**src/rtl/lcd_pkg.sv**
```systemverilog
// lcd_pkg: shared constants, types and address helpers for the character-LCD responder.
package lcd_pkg;

    // Bit positions inside the 5-bit writer control bus
    localparam int unsigned CTL_RW   = 0;
    localparam int unsigned CTL_RS   = 1;
    localparam int unsigned CTL_ON   = 2;
    localparam int unsigned CTL_EN   = 3;
    localparam int unsigned CTL_BLON = 4;

    // Instruction opcode masks; the highest set bit selects the instruction
    localparam logic [7:0] CMD_SET_DDRAM = 8'h80;
    localparam logic [7:0] CMD_SET_CGRAM = 8'h40;
    localparam logic [7:0] CMD_FUNC_SET  = 8'h20;
    localparam logic [7:0] CMD_SHIFT     = 8'h10;
    localparam logic [7:0] CMD_DISP_CTL  = 8'h08;
    localparam logic [7:0] CMD_ENTRY     = 8'h04;
    localparam logic [7:0] CMD_HOME      = 8'h02;
    localparam logic [7:0] CMD_CLEAR     = 8'h01;

    localparam int unsigned LINE_LEN   = 40;
    localparam logic [6:0]  LINE2_BASE = 7'h40;
    localparam int unsigned DDRAM_SIZE = 80;
    localparam logic [7:0]  SPACE      = 8'h20;

    typedef enum logic [1:0] {StIdle, StExec, StBusy, StFill} state_e;

    typedef enum logic [3:0] {
        OpNop, OpClear, OpHome, OpEntry, OpDispCtl, OpShift, OpFuncSet, OpSetCgram, OpSetDdram
    } op_e;

    function automatic op_e decode_cmd(input logic [7:0] d);
        if ((d & CMD_SET_DDRAM) != 8'h00)     return OpSetDdram;
        else if ((d & CMD_SET_CGRAM) != 8'h00) return OpSetCgram;
        else if ((d & CMD_FUNC_SET) != 8'h00)  return OpFuncSet;
        else if ((d & CMD_SHIFT) != 8'h00)     return OpShift;
        else if ((d & CMD_DISP_CTL) != 8'h00)  return OpDispCtl;
        else if ((d & CMD_ENTRY) != 8'h00)     return OpEntry;
        else if ((d & CMD_HOME) != 8'h00)      return OpHome;
        else if ((d & CMD_CLEAR) != 8'h00)     return OpClear;
        return OpNop;
    endfunction

    // DDRAM address maps to a stored byte only on 0x00-0x27 and 0x40-0x67
    function automatic logic ddram_valid(input logic [6:0] a);
        return (a < 7'(LINE_LEN)) || (a >= LINE2_BASE && a < LINE2_BASE + 7'(LINE_LEN));
    endfunction

    function automatic logic [6:0] ddram_index(input logic [6:0] a);
        return (a < 7'(LINE_LEN)) ? a : a - (LINE2_BASE - 7'(LINE_LEN));
    endfunction

    // Address counter step in DDRAM mode, wrapping line 1 <-> line 2
    function automatic logic [6:0] ddram_step(input logic [6:0] a, input logic inc);
        logic [6:0] r;
        if (inc) begin
            if (a >= 7'(LINE_LEN - 1) && a < LINE2_BASE)     r = LINE2_BASE;
            else if (a >= LINE2_BASE + 7'(LINE_LEN - 1))     r = 7'h00;
            else                                             r = a + 7'd1;
        end else begin
            if (a == 7'h00)            r = LINE2_BASE + 7'(LINE_LEN - 1);
            else if (a == LINE2_BASE)  r = 7'(LINE_LEN - 1);
            else                       r = a - 7'd1;
        end
        return r;
    endfunction

    function automatic logic [6:0] cgram_step(input logic [6:0] a, input logic inc);
        return {1'b0, inc ? a[5:0] + 6'd1 : a[5:0] - 6'd1};
    endfunction

endpackage

```
**src/rtl/lcd_responder_if.sv**
```systemverilog
// lcd_responder_if: writer-to-display bus (control, data and busy flag).
interface lcd_responder_if;
    logic [4:0] ctl;
    logic [7:0] data;
    logic       busy;

    modport master (output ctl, output data, input busy);
    modport slave  (input ctl, input data, output busy);
endinterface

```
**src/rtl/lcd_ddram.sv**
```systemverilog
// lcd_ddram: 80x8 display RAM, one synchronous write port and one registered read port.
module lcd_ddram
    import lcd_pkg::*;
(
    input  logic       clk,
    input  logic       we,
    input  logic [6:0] waddr,
    input  logic [7:0] wdata,
    input  logic [6:0] raddr,
    output logic [7:0] rdata
);
    logic [7:0] mem [DDRAM_SIZE];

    // Write first in source order but read returns the pre-write value on a collision
    always_ff @(posedge clk) begin
        if (we && waddr < 7'(DDRAM_SIZE)) begin
            mem[waddr] <= wdata;
        end
        if (raddr < 7'(DDRAM_SIZE)) begin
            rdata <= mem[raddr];
        end else begin
            rdata <= 8'h00;
        end
    end
endmodule

```
**src/rtl/lcd_responder.sv**
```systemverilog
// lcd_responder: HD44780-style display model. Decodes writes from the LCD writer bus on the EN
// falling edge, models the busy period, and mirrors the 2x40 DDRAM through a read port.
module lcd_responder
    import lcd_pkg::*;
#(
    parameter int unsigned BUSY_CYCLES  = 2000,
    parameter int unsigned CLEAR_CYCLES = 82000
) (
    input  logic           clk,
    input  logic           rst_n,
    lcd_responder_if.slave bus,
    input  logic [6:0]     rd_addr,
    output logic [7:0]     rd_data,
    output logic [6:0]     ac,
    output logic           disp_on,
    output logic           cursor_on,
    output logic           blink_on,
    output logic           incr,
    output logic           two_line,
    output logic           wr_strobe,
    output logic           overrun,
    output logic           addr_err
);
    localparam int unsigned FillCycles = DDRAM_SIZE + 2;
    localparam int unsigned MaxCmd     = (BUSY_CYCLES > CLEAR_CYCLES) ? BUSY_CYCLES : CLEAR_CYCLES;
    localparam int unsigned MaxCycles  = (MaxCmd > FillCycles) ? MaxCmd : FillCycles;
    localparam int unsigned CntW       = $clog2(MaxCycles + 1);
    localparam logic [CntW-1:0] BusyLast  = CntW'(BUSY_CYCLES - 1);
    localparam logic [CntW-1:0] ClearLast = CntW'(CLEAR_CYCLES - 1);

    state_e          state_q;
    logic [CntW-1:0] cnt_q;
    logic [6:0]      fill_idx_q;
    logic            boot_q;     // current fill is the power-up fill (no trailing busy time)
    logic            long_q;     // current command is clear-display
    logic            en_q;
    logic            rs_q;
    logic [7:0]      data_q;
    logic            cgram_q;
    logic [6:0]      ac_q;
    logic            disp_q, cursor_q, blink_q, incr_q, two_line_q;
    logic            busy_q, wr_strobe_q, overrun_q, addr_err_q;

    logic            strobe;
    logic            ram_we;
    logic [6:0]      ram_waddr;
    logic [7:0]      ram_wdata;
    logic            unused_blon;

    assign strobe = en_q & ~bus.ctl[CTL_EN] & bus.ctl[CTL_ON] & ~bus.ctl[CTL_RW];
    assign unused_blon = bus.ctl[CTL_BLON];

    // RAM write source: space fill, or the data byte being executed
    always_comb begin
        ram_we    = 1'b0;
        ram_waddr = fill_idx_q;
        ram_wdata = SPACE;
        if (rst_n) begin
            if (state_q == StFill) begin
                ram_we = 1'b1;
            end else if (state_q == StExec && rs_q && !cgram_q && ddram_valid(ac_q)) begin
                ram_we    = 1'b1;
                ram_waddr = ddram_index(ac_q);
                ram_wdata = data_q;
            end
        end
    end

    // Control FSM: accept, execute, fill and busy timing with registered status outputs
    always_ff @(posedge clk) begin
        wr_strobe_q <= 1'b0;
        overrun_q   <= 1'b0;
        addr_err_q  <= 1'b0;
        if (!rst_n) begin
            state_q    <= StFill;
            cnt_q      <= '0;
            fill_idx_q <= 7'd0;
            boot_q     <= 1'b1;
            long_q     <= 1'b0;
            en_q       <= 1'b0;
            rs_q       <= 1'b0;
            data_q     <= 8'h00;
            cgram_q    <= 1'b0;
            ac_q       <= 7'h00;
            disp_q     <= 1'b0;
            cursor_q   <= 1'b0;
            blink_q    <= 1'b0;
            incr_q     <= 1'b1;
            two_line_q <= 1'b0;
            busy_q     <= 1'b1;
        end else begin
            en_q <= bus.ctl[CTL_EN];
            if (strobe && state_q != StIdle) begin
                overrun_q <= 1'b1;
            end
            unique case (state_q)
                StIdle: begin
                    if (strobe) begin
                        state_q     <= StExec;
                        busy_q      <= 1'b1;
                        cnt_q       <= '0;
                        long_q      <= 1'b0;
                        rs_q        <= bus.ctl[CTL_RS];
                        data_q      <= bus.data;
                        wr_strobe_q <= 1'b1;
                    end
                end
                StExec: begin
                    cnt_q   <= cnt_q + CntW'(1);
                    state_q <= StBusy;
                    if (rs_q) begin
                        if (cgram_q) begin
                            ac_q <= cgram_step(ac_q, incr_q);
                        end else begin
                            addr_err_q <= ~ddram_valid(ac_q);
                            ac_q       <= ddram_step(ac_q, incr_q);
                        end
                    end else begin
                        unique case (decode_cmd(data_q))
                            OpSetDdram: begin
                                ac_q    <= data_q[6:0];
                                cgram_q <= 1'b0;
                            end
                            OpSetCgram: begin
                                ac_q    <= {1'b0, data_q[5:0]};
                                cgram_q <= 1'b1;
                            end
                            OpFuncSet: two_line_q <= data_q[3];
                            OpShift: begin
                                // Display shift (S/C=1) has no effect on the mirror
                                if (!data_q[3]) begin
                                    ac_q <= cgram_q ? cgram_step(ac_q, data_q[2])
                                                    : ddram_step(ac_q, data_q[2]);
                                end
                            end
                            OpDispCtl: {disp_q, cursor_q, blink_q} <= data_q[2:0];
                            OpEntry:   incr_q <= data_q[1];
                            OpHome: begin
                                ac_q    <= 7'h00;
                                cgram_q <= 1'b0;
                            end
                            OpClear: begin
                                ac_q       <= 7'h00;
                                incr_q     <= 1'b1;
                                cgram_q    <= 1'b0;
                                long_q     <= 1'b1;
                                fill_idx_q <= 7'd0;
                                state_q    <= StFill;
                            end
                            OpNop: ;
                            default: ;
                        endcase
                    end
                end
                StFill: begin
                    cnt_q      <= cnt_q + CntW'(1);
                    fill_idx_q <= fill_idx_q + 7'd1;
                    if (fill_idx_q == 7'(DDRAM_SIZE - 1)) begin
                        if (boot_q) begin
                            state_q <= StIdle;
                            busy_q  <= 1'b0;
                            boot_q  <= 1'b0;
                        end else begin
                            state_q <= StBusy;
                        end
                    end
                end
                StBusy: begin
                    cnt_q <= cnt_q + CntW'(1);
                    if (cnt_q >= (long_q ? ClearLast : BusyLast)) begin
                        state_q <= StIdle;
                        busy_q  <= 1'b0;
                    end
                end
                default: state_q <= StIdle;
            endcase
        end
    end

    lcd_ddram u_ddram (
        .clk   (clk),
        .we    (ram_we),
        .waddr (ram_waddr),
        .wdata (ram_wdata),
        .raddr (rd_addr),
        .rdata (rd_data)
    );

    assign bus.busy  = busy_q;
    assign ac        = ac_q;
    assign disp_on   = disp_q;
    assign cursor_on = cursor_q;
    assign blink_on  = blink_q;
    assign incr      = incr_q;
    assign two_line  = two_line_q;
    assign wr_strobe = wr_strobe_q;
    assign overrun   = overrun_q;
    assign addr_err  = addr_err_q;
endmodule

```
**src/flat_wrapper.sv**
```systemverilog
// flat-port wrapper written by rule: the top's interface ports become plain ports
module lcd_responder_flat import lcd_pkg::*;
#(
    parameter int unsigned BUSY_CYCLES  = 2000,
    parameter int unsigned CLEAR_CYCLES = 82000
)
  (clk, rst_n, rd_addr, rd_data, ac, disp_on, cursor_on, blink_on, incr, two_line, wr_strobe, overrun, addr_err, bus_ctl, bus_data, bus_busy);
  lcd_responder_if bus_i ();
  input  logic clk;
  input  logic rst_n;
  input  logic [6:0] rd_addr;
  output logic [7:0] rd_data;
  output logic [6:0] ac;
  output logic disp_on;
  output logic cursor_on;
  output logic blink_on;
  output logic incr;
  output logic two_line;
  output logic wr_strobe;
  output logic overrun;
  output logic addr_err;
  input wire logic [$bits(bus_i.ctl)-1:0] bus_ctl;
  input wire logic [$bits(bus_i.data)-1:0] bus_data;
  output wire logic [$bits(bus_i.busy)-1:0] bus_busy;
  assign bus_i.ctl = bus_ctl;
  assign bus_i.data = bus_data;
  assign bus_busy = bus_i.busy;
  lcd_responder #(.BUSY_CYCLES(BUSY_CYCLES), .CLEAR_CYCLES(CLEAR_CYCLES)) u_core (.clk(clk), .rst_n(rst_n), .bus(bus_i), .rd_addr(rd_addr), .rd_data(rd_data), .ac(ac), .disp_on(disp_on), .cursor_on(cursor_on), .blink_on(blink_on), .incr(incr), .two_line(two_line), .wr_strobe(wr_strobe), .overrun(overrun), .addr_err(addr_err));
endmodule
```
**config.mk**
```make
export PLATFORM = sky130hd
export DESIGN_NAME = lcd_responder_flat
export DESIGN_NICKNAME = d
export VERILOG_FILES = /design/src/rtl/lcd_pkg.sv /design/src/rtl/lcd_responder_if.sv /design/src/rtl/lcd_ddram.sv /design/src/rtl/lcd_responder.sv /design/src/flat_wrapper.sv
export SDC_FILE = /design/constraint.sdc
export NUM_CORES = 1
export LEC_CHECK = 0
export BUFFER_PORTS_ARGS = -buffer_cell sky130_fd_sc_hd__buf_2
export CELL_PAD_IN_SITES_DETAIL_PLACEMENT = 0
export CELL_PAD_IN_SITES_GLOBAL_PLACEMENT = 1
export CORE_MARGIN = 1.5
export CORE_UTILIZATION = 59
export DETAILED_ROUTE_END_ITERATION = 10
export PLACE_DENSITY_LB_ADDON = 0.1
export SLEW_MARGIN = 25
export SYNTH_ARGS = -nofsm -noshare
export SYNTH_HDL_FRONTEND = slang
export SYNTH_SLANG_ARGS = --single-unit
```
**constraint.sdc**
```tcl
create_clock -name clk -period 6.07 [get_ports clk]
set_input_delay 1.214 -clock clk [delete_from_list [all_inputs] [get_ports clk]]
set_output_delay 1.214 -clock clk [all_outputs]
set_load 0.05 [all_outputs]
```
== Yosys cells after proc, flatten, opt, wreduce, memory -nomap -nowiden ==
Memory sizes are Yosys's and may differ from the RTL's. A register that Yosys moved wholly into a read port is not among the register bits.
Cells that the tools add are included.

* Register bits: 55
* RAM bits: 640
* Logic and storage cells: 174
* Memories: 1

* Add/sub/neg operators: 7
* Order comparisons: 9
* Equality and inequality tests: 20
* Mux-type cells: 74
* Bitwise operators: 9
* Reduce and logical (&&, ||, !) cells: 35

{| class="wikitable"
|+ Memories
! name !! depth !! bits a word !! rd ports !! clocked after Yosys merged registers in !! write ports !! RTL line !! text
|-
| u_core.u_ddram.mem || 80 || 8 || 1 || 1 || 1 || lcd_ddram.sv:12 || <nowiki>logic [7:0] mem [DDRAM_SIZE];</nowiki>
|}

{| class="wikitable"
|+ Operator list
! operator !! count
|-
| $mux W7 || 16
|-
| $mux W4 || 12
|-
| $mux W17 || 2
|-
| $pmux W17 S2 || 1
|-
| $lt A7 B7 Y1 const B || 4
|-
| $pmux W7 S4 || 1
|-
| $mux W1 || 26
|-
| $mux W8 || 3
|-
| $reduce_and A3 Y1 || 7
|-
| $add A17 B1 Y17 const B || 1
|-
| $ge A17 B17 Y1 || 1
|-
| $eq A4 B3 Y1 const B || 4
|-
| $add A7 B1 Y7 const B || 2
|-
| $eq A7 B7 Y1 const B || 2
|-
| $ge A7 B7 Y1 const B || 2
|-
| $pmux W7 S2 || 1
|-
| $mux W6 || 2
|-
| $mux W2 || 5
|-
| $reduce_bool A2 Y1 || 5
|-
| $eq A4 B2 Y1 const B || 2
|-
| $pmux W2 S4 || 1
|-
| $ge A7 B6 Y1 const B || 1
|-
| $logic_and A1 B1 Y1 || 7
|-
| $logic_not A7 Y1 || 1
|-
| other kinds (27) || 45
|}

== Logic depth before layout (Yosys ltp) ==
* Depth in word-level cells: 19
* Gate-level depth with buffers: 11
* Gate-level depth less buffers: 7

== Hierarchy ==
From an unflattened synthesis, not the netlist that was laid out.

* Cell total of the unflattened synthesis: 1632
* Area total of the unflattened synthesis: 28637.5 um^2

{| class="wikitable"
|+ Modules (own cells, without submodules)
! module !! instances !! cells each !! area each (um^2) !! sequential area each (um^2)
|-
| lcd_ddram || 1 || 1170 || 25025.3 || 19378.6
|-
| lcd_responder || 1 || 462 || 3612.2 || 1101.1
|}

== Worst setup path before layout ==
No wires, ideal clock.

* Kind: input to register
* Start point: input rst_n
* End point: memory u_core.u_ddram.mem[0][2] (data pin)
* Library setup time: 0.574 ns
* Arrival: 3.595 ns
* Required time: 5.496 ns
* Path slack: 1.901 ns
* Stages: 4
* Buffers on the path: 2
* Path through: buf_2 nand4_4 buf_6 nor2_1

* Longest elaborated chain between the ends: 1

{| class="wikitable"
|+ Ends and longest elaborated chain
! element !! RTL line !! text
|-
| from (decl) || flat_wrapper.sv:10 || <nowiki>input logic rst_n;</nowiki>
|-
| $mux W8 || lcd_responder.sv:58 || <nowiki>if (rst_n) begin</nowiki>
|-
| net u_core.ram_wdata[2] || lcd_responder.sv:47 || <nowiki>logic [7:0] ram_wdata;</nowiki>
|-
| to (decl) || lcd_ddram.sv:12 ||
|}

The timed path passes the listed nets, and every way through them passes these cells.

== Worst setup path in the final report ==
* Start point: register u_core.state_q[0]
* End point: memory u_core.u_ddram.mem[69][7] (enable)

* Longest elaborated chain between the ends: 11
* Elaborated cells between the ends (all ways): 15
* Those cells by class: order compare (1); eq/ne (2); mux (8); reduce/logical (4)

{| class="wikitable"
|+ Ends and longest elaborated chain
! element !! RTL line !! text
|-
| from (decl) || lcd_responder.sv:31 || <nowiki>state_e state_q;</nowiki>
|-
| from (signal assigned) || lcd_responder.sv:75 || <nowiki>state_q <= StFill;</nowiki>
|-
| from (signal assigned) || lcd_responder.sv:99 || <nowiki>state_q <= StExec;</nowiki>
|-
| from (signal assigned) || lcd_responder.sv:110 || <nowiki>state_q <= StBusy;</nowiki>
|-
| $eq A2 B1 Y1 || lcd_responder.sv:61 || <nowiki>end else if (state_q == StExec && rs_q && !cgram_q && ddram_valid(ac_q)) begin</nowiki>
|-
| $logic_and A1 B1 Y1 (3 in series) || lcd_responder.sv:61 ||
|-
| $mux W7 || lcd_responder.sv:61 ||
|-
| $mux W7 || lcd_responder.sv:59 || <nowiki>if (state_q == StFill) begin</nowiki>
|-
| $mux W7 || lcd_responder.sv:58 ||
|-
| $lt A7 B7 Y1 || lcd_ddram.sv:16 || <nowiki>if (we && waddr < 7'(DDRAM_SIZE)) begin</nowiki>
|-
| $logic_and A1 B1 Y1 || lcd_ddram.sv:16 ||
|-
| $mux W1 || lcd_ddram.sv:16 ||
|-
| $mux W1 (implied by the code) || lcd_ddram.sv:17 || <nowiki>mem[waddr] <= wdata;</nowiki>
|}

Parallel ways exist; a longest one is shown, timed or not.

==> metrics.md <==
| Metric | Value |
|---|---|
| Status | finished, final reports clean |
| Async S/R FF share, synth | 0% |
| Wire length of the first global-routing pass | 96,000 microns |
| Clock Power Share | 43.6% |
| Ys flop type | edfxtp_1 |
| Vias | between 15k and 20k |
| Sw frac | between 20% and 30% |
| Psw | 1.98 mW |
| Post-CTS Setup Bufs | 0 |
| Vias in the first global route | 15.1k |
| CP Launch Type | flip-flop |
| Logic pwr share | 3.0% |
| Clock Sinks | 703 |
| Crit Path Class | reg -> reg |
| Period minus WS final | 4.16 ns |
| Root Buffer | clkbuf_16 |
| All-layer global routing usage | 26.2% |
| Die Ht | about 220 microns |
| Max Slew Vio Count | 0 |
| CTS tree | done |
| R2R Path End | u_core.u_ddram.mem[69][7] |
| Leakage | 10.7 nW |
| CP endpoint kind | flip-flop |
| Initial core utilization | 59.5% |
| Commonest non-fill, non-tap cell in the layout | edfxtp_1 |
| Synthesis warning total | 0 |
| Worst-Margin Slew | 1.05 ns |
| Port buffer count | between 40 and 50 |
| DRC | 0 |
| F_max | between 200 and 250 MHz |
| RR Startpoint | u_core.state_q[0] |
| Max_cap viols | 0 |
| Worst EP arrival | roughly 4.5 ns |
| Die W | approximately 220 microns |
| Mean Syn Cell Area | 17.8 sq um |
| H-tree levels | 3 |
| Final hold violations | 0 |
| DR iter-0 viols | approximately 1.7k |
| Clock Pin Slew Worst Setup and Hold Paths | 0.06 ns |
| Initial antenna violation count | 1 |
| First drt pass iteration count | 5 |
| Synth cell types | 81 |
| Yosys reg bits | 703 |
| Most frequent cells in the layout | 640 x edfxtp_1, 165 x mux4_2, 87 x nand2_1 |
| Yosys top cell by area | edfxtp_1 |
| Sequential cell fraction of total power | 53.4% |
| Die area | roughly 51,000 sq um |
| DRT antenna net count | 0 |
| GP Congestion | 0.895 |
| FP Rows | 81 |
| Routed len/inst | 26.4 microns |
| Cell count after synthesis | around 1.6k |
| Core ar. | 48,700 sq um |
| R2R depth | 6 |
| Final instance area | 32,600 sq um |
| Power Dens Cells | approximately 300 nW/um^2 |
| Main area contributors after synthesis | edfxtp_1 66%, mux4_2 13%, dfxtp_1 4.3%, mux2i_1 1.7%, nor3_1 1.4% |
| Cts hold-fix bufs | 0 |
| CTS buffer count | 70 |
| Worst Clk Skew | roughly 0.019 ns |
| Worst Hold Class | reg -> reg |
| Remaining Overflow, GRT | 0 |
| Final setup viols | 0 |
| Synth Cell Area | 29,000 sq um |
| Hold_sp | u_core.bus.busy |
| CP max FO | 21 |
| WHS Path Cells | 2 |
| Period utilisation layout | 68.5% |
| Post-synth top area share | 66.2% |
| Internal | 7.82 mW |
| Worst EP required | 6.39 ns |
| Dpl hpwl | 39,000 microns |
| Net Count, Synth | roughly 1.7k |
| Post-CTS sizing | 0 |
| Max clock buf depth | 3 |
| Avg Vias per Cell | 6.37 |
| Max rail drop VDD | about 0.19 mV |
| Register area share after synthesis | 70.6% |
| Fraction of layout cells with a size suffix above 1 | 25.5% |
| Post-synth EDFFs | 640 |
| Top Ports | 46 |
| Placed Area | 30,200 sq um |
| Hold Path End | u_core.bus.busy |
| Area Overhead vs Synth | 12.2% |
| Final setup TNS | 0 ns |
| RSZ-0062 raised after global routing | false |
| Worst-skew pair later-pin latency | 0.61 ns |
| Relative slew margins | 30.0% |
| Final wirelength | approximately 64,000 microns |
| R2R Setup Slk | 1.91 ns |
| Largest net degree at the start of global routing | 96 |
| Net count, final | 1,749 |
==> synthesized netlist by cell type (5+ instances only) <==
library cell  number
or3_1              5
xnor2_1            8
clkbuf_1          46
and3_1            13
mux2_2            10
and2_1            23
buf_4             17
o21a_1            11
a211oi_1           9
nor3_1            79
nor3b_1            6
nor2_1            60
mux2i_1           48
mux4_2           165
nor4_1             5
a21boi_0          13
nor2b_1           17
buf_6              5
a41oi_1            7
nand2_1           87
a21oi_1           19
a32oi_1           11
ha_1              14
edfxtp_1         640
xor2_1             9
nand4_1           12
nand2b_1           8
o211ai_1          11
dfxtp_1           63
o21ai_2            8
a31oi_1            5
nand3_1           27
o21ai_0           20
o22ai_1           18
inv_1             17
buf_2             30
a221oi_1           9
==> registers in the layout (all words and copies together), names as in the netlist, 2 cells and up <==
register              count
u_core.data_q             8
u_core.cnt_q             17
u_core.u_ddram.mem      640
u_core.fill_idx_q         7
u_core.u_ddram.rdata      8
u_core.ac                 7
u_core.state_q            2
==> per-layer routing <==
layer,part of all wire [%],GRT usage [%],vias to the layer above
li1,-,-,6814
met1,42,37.7,7980
met2,47,40.3,613
met3,7.7,5.73,101
met4,2.6,8.92,0
met5,0,0,-
==> through the flow <==
stage / cells / power (mW) / utilization [%] / hold slack (ns) / worst slack (ns)
global route: 2434 / 10.0 / 66.8 / 0.525 / 1.60
global placement: 2302 / 5.62 / 61.7 / 0.479 / 1.82
CTS: 2432 / 9.87 / 66.6 / 0.496 / 1.83
detailed placement: 2303 / 5.63 / 61.9 / 0.480 / 1.81
finish: 2435 / 9.80 / 66.8 / 0.496 / 1.91
floorplan: 1633 / 5.54 / - / 0.448 / 1.90
==> logic make-up after synthesis <==
group / Yosys count / share of synthesized area (%)
flops: 703 / 70.6
simple gates: 369 / 6.53
mux: 223 / 14.8
compound gates: 186 / 4.90
buf+inv: 121 / 2.05
xor+xnor: 17 / 0.513
fa+ha+maj: 14 / 0.604
==> critical path: stages, from the launching register on <==
cell and delay [ns]:
dfxtp_1 0.76, nor2b_1 0.66, nand4_4 0.43, a311oi_4 0.51, o21ai_2 0.38, nor3_1 0.86
buf_4 0.27
==> layout make-up <==
cell class | count | area [sq um]
Tap cell | 664 | 831
Antenna cell | 1 | 2.50
Inverter | 18 | 67.6
Clock inverter | 44 | 393
Multi-Input combinational cell | 809 | 8100
Timing Repair Buffer | 111 | 800
Clock buffer | 85 | 1890
Fill cell | 3252 | 16200
Sequential cell | 703 | 20500
==> power by group through the flow <==
stage               sequential, mW  clock [mW]  combinational, mW
detailed placement            5.33           0              0.296
floorplan                     5.35           0              0.194
finish                        5.23        4.28              0.295
global placement              5.33           0              0.294
CTS                           5.23        4.34              0.297
global route                  5.23        4.51              0.314
==> worst max-delay path by stage <==
stage | endpoint | slack (ns) | cells past startpoint | from
3_5_place_dp | u_core.u_ddram.mem[69][7] | 1.81 | 6 | u_core.state_q[0]
2_1_floorplan | u_core.u_ddram.mem[0][2] | 1.90 | 4 | rst_n
6_report | u_core.u_ddram.mem[69][7] | 1.91 | 6 | u_core.state_q[0]
4_1_cts | u_core.u_ddram.mem[69][7] | 1.83 | 6 | u_core.state_q[0]
3_3_place_gp | u_core.u_ddram.mem[31][3] | 1.82 | 6 | u_core.state_q[0]
5_1_grt | u_core.u_ddram.mem[69][1] | 1.60 | 6 | u_core.state_q[0]
Power figures use the tool's default switching activity.
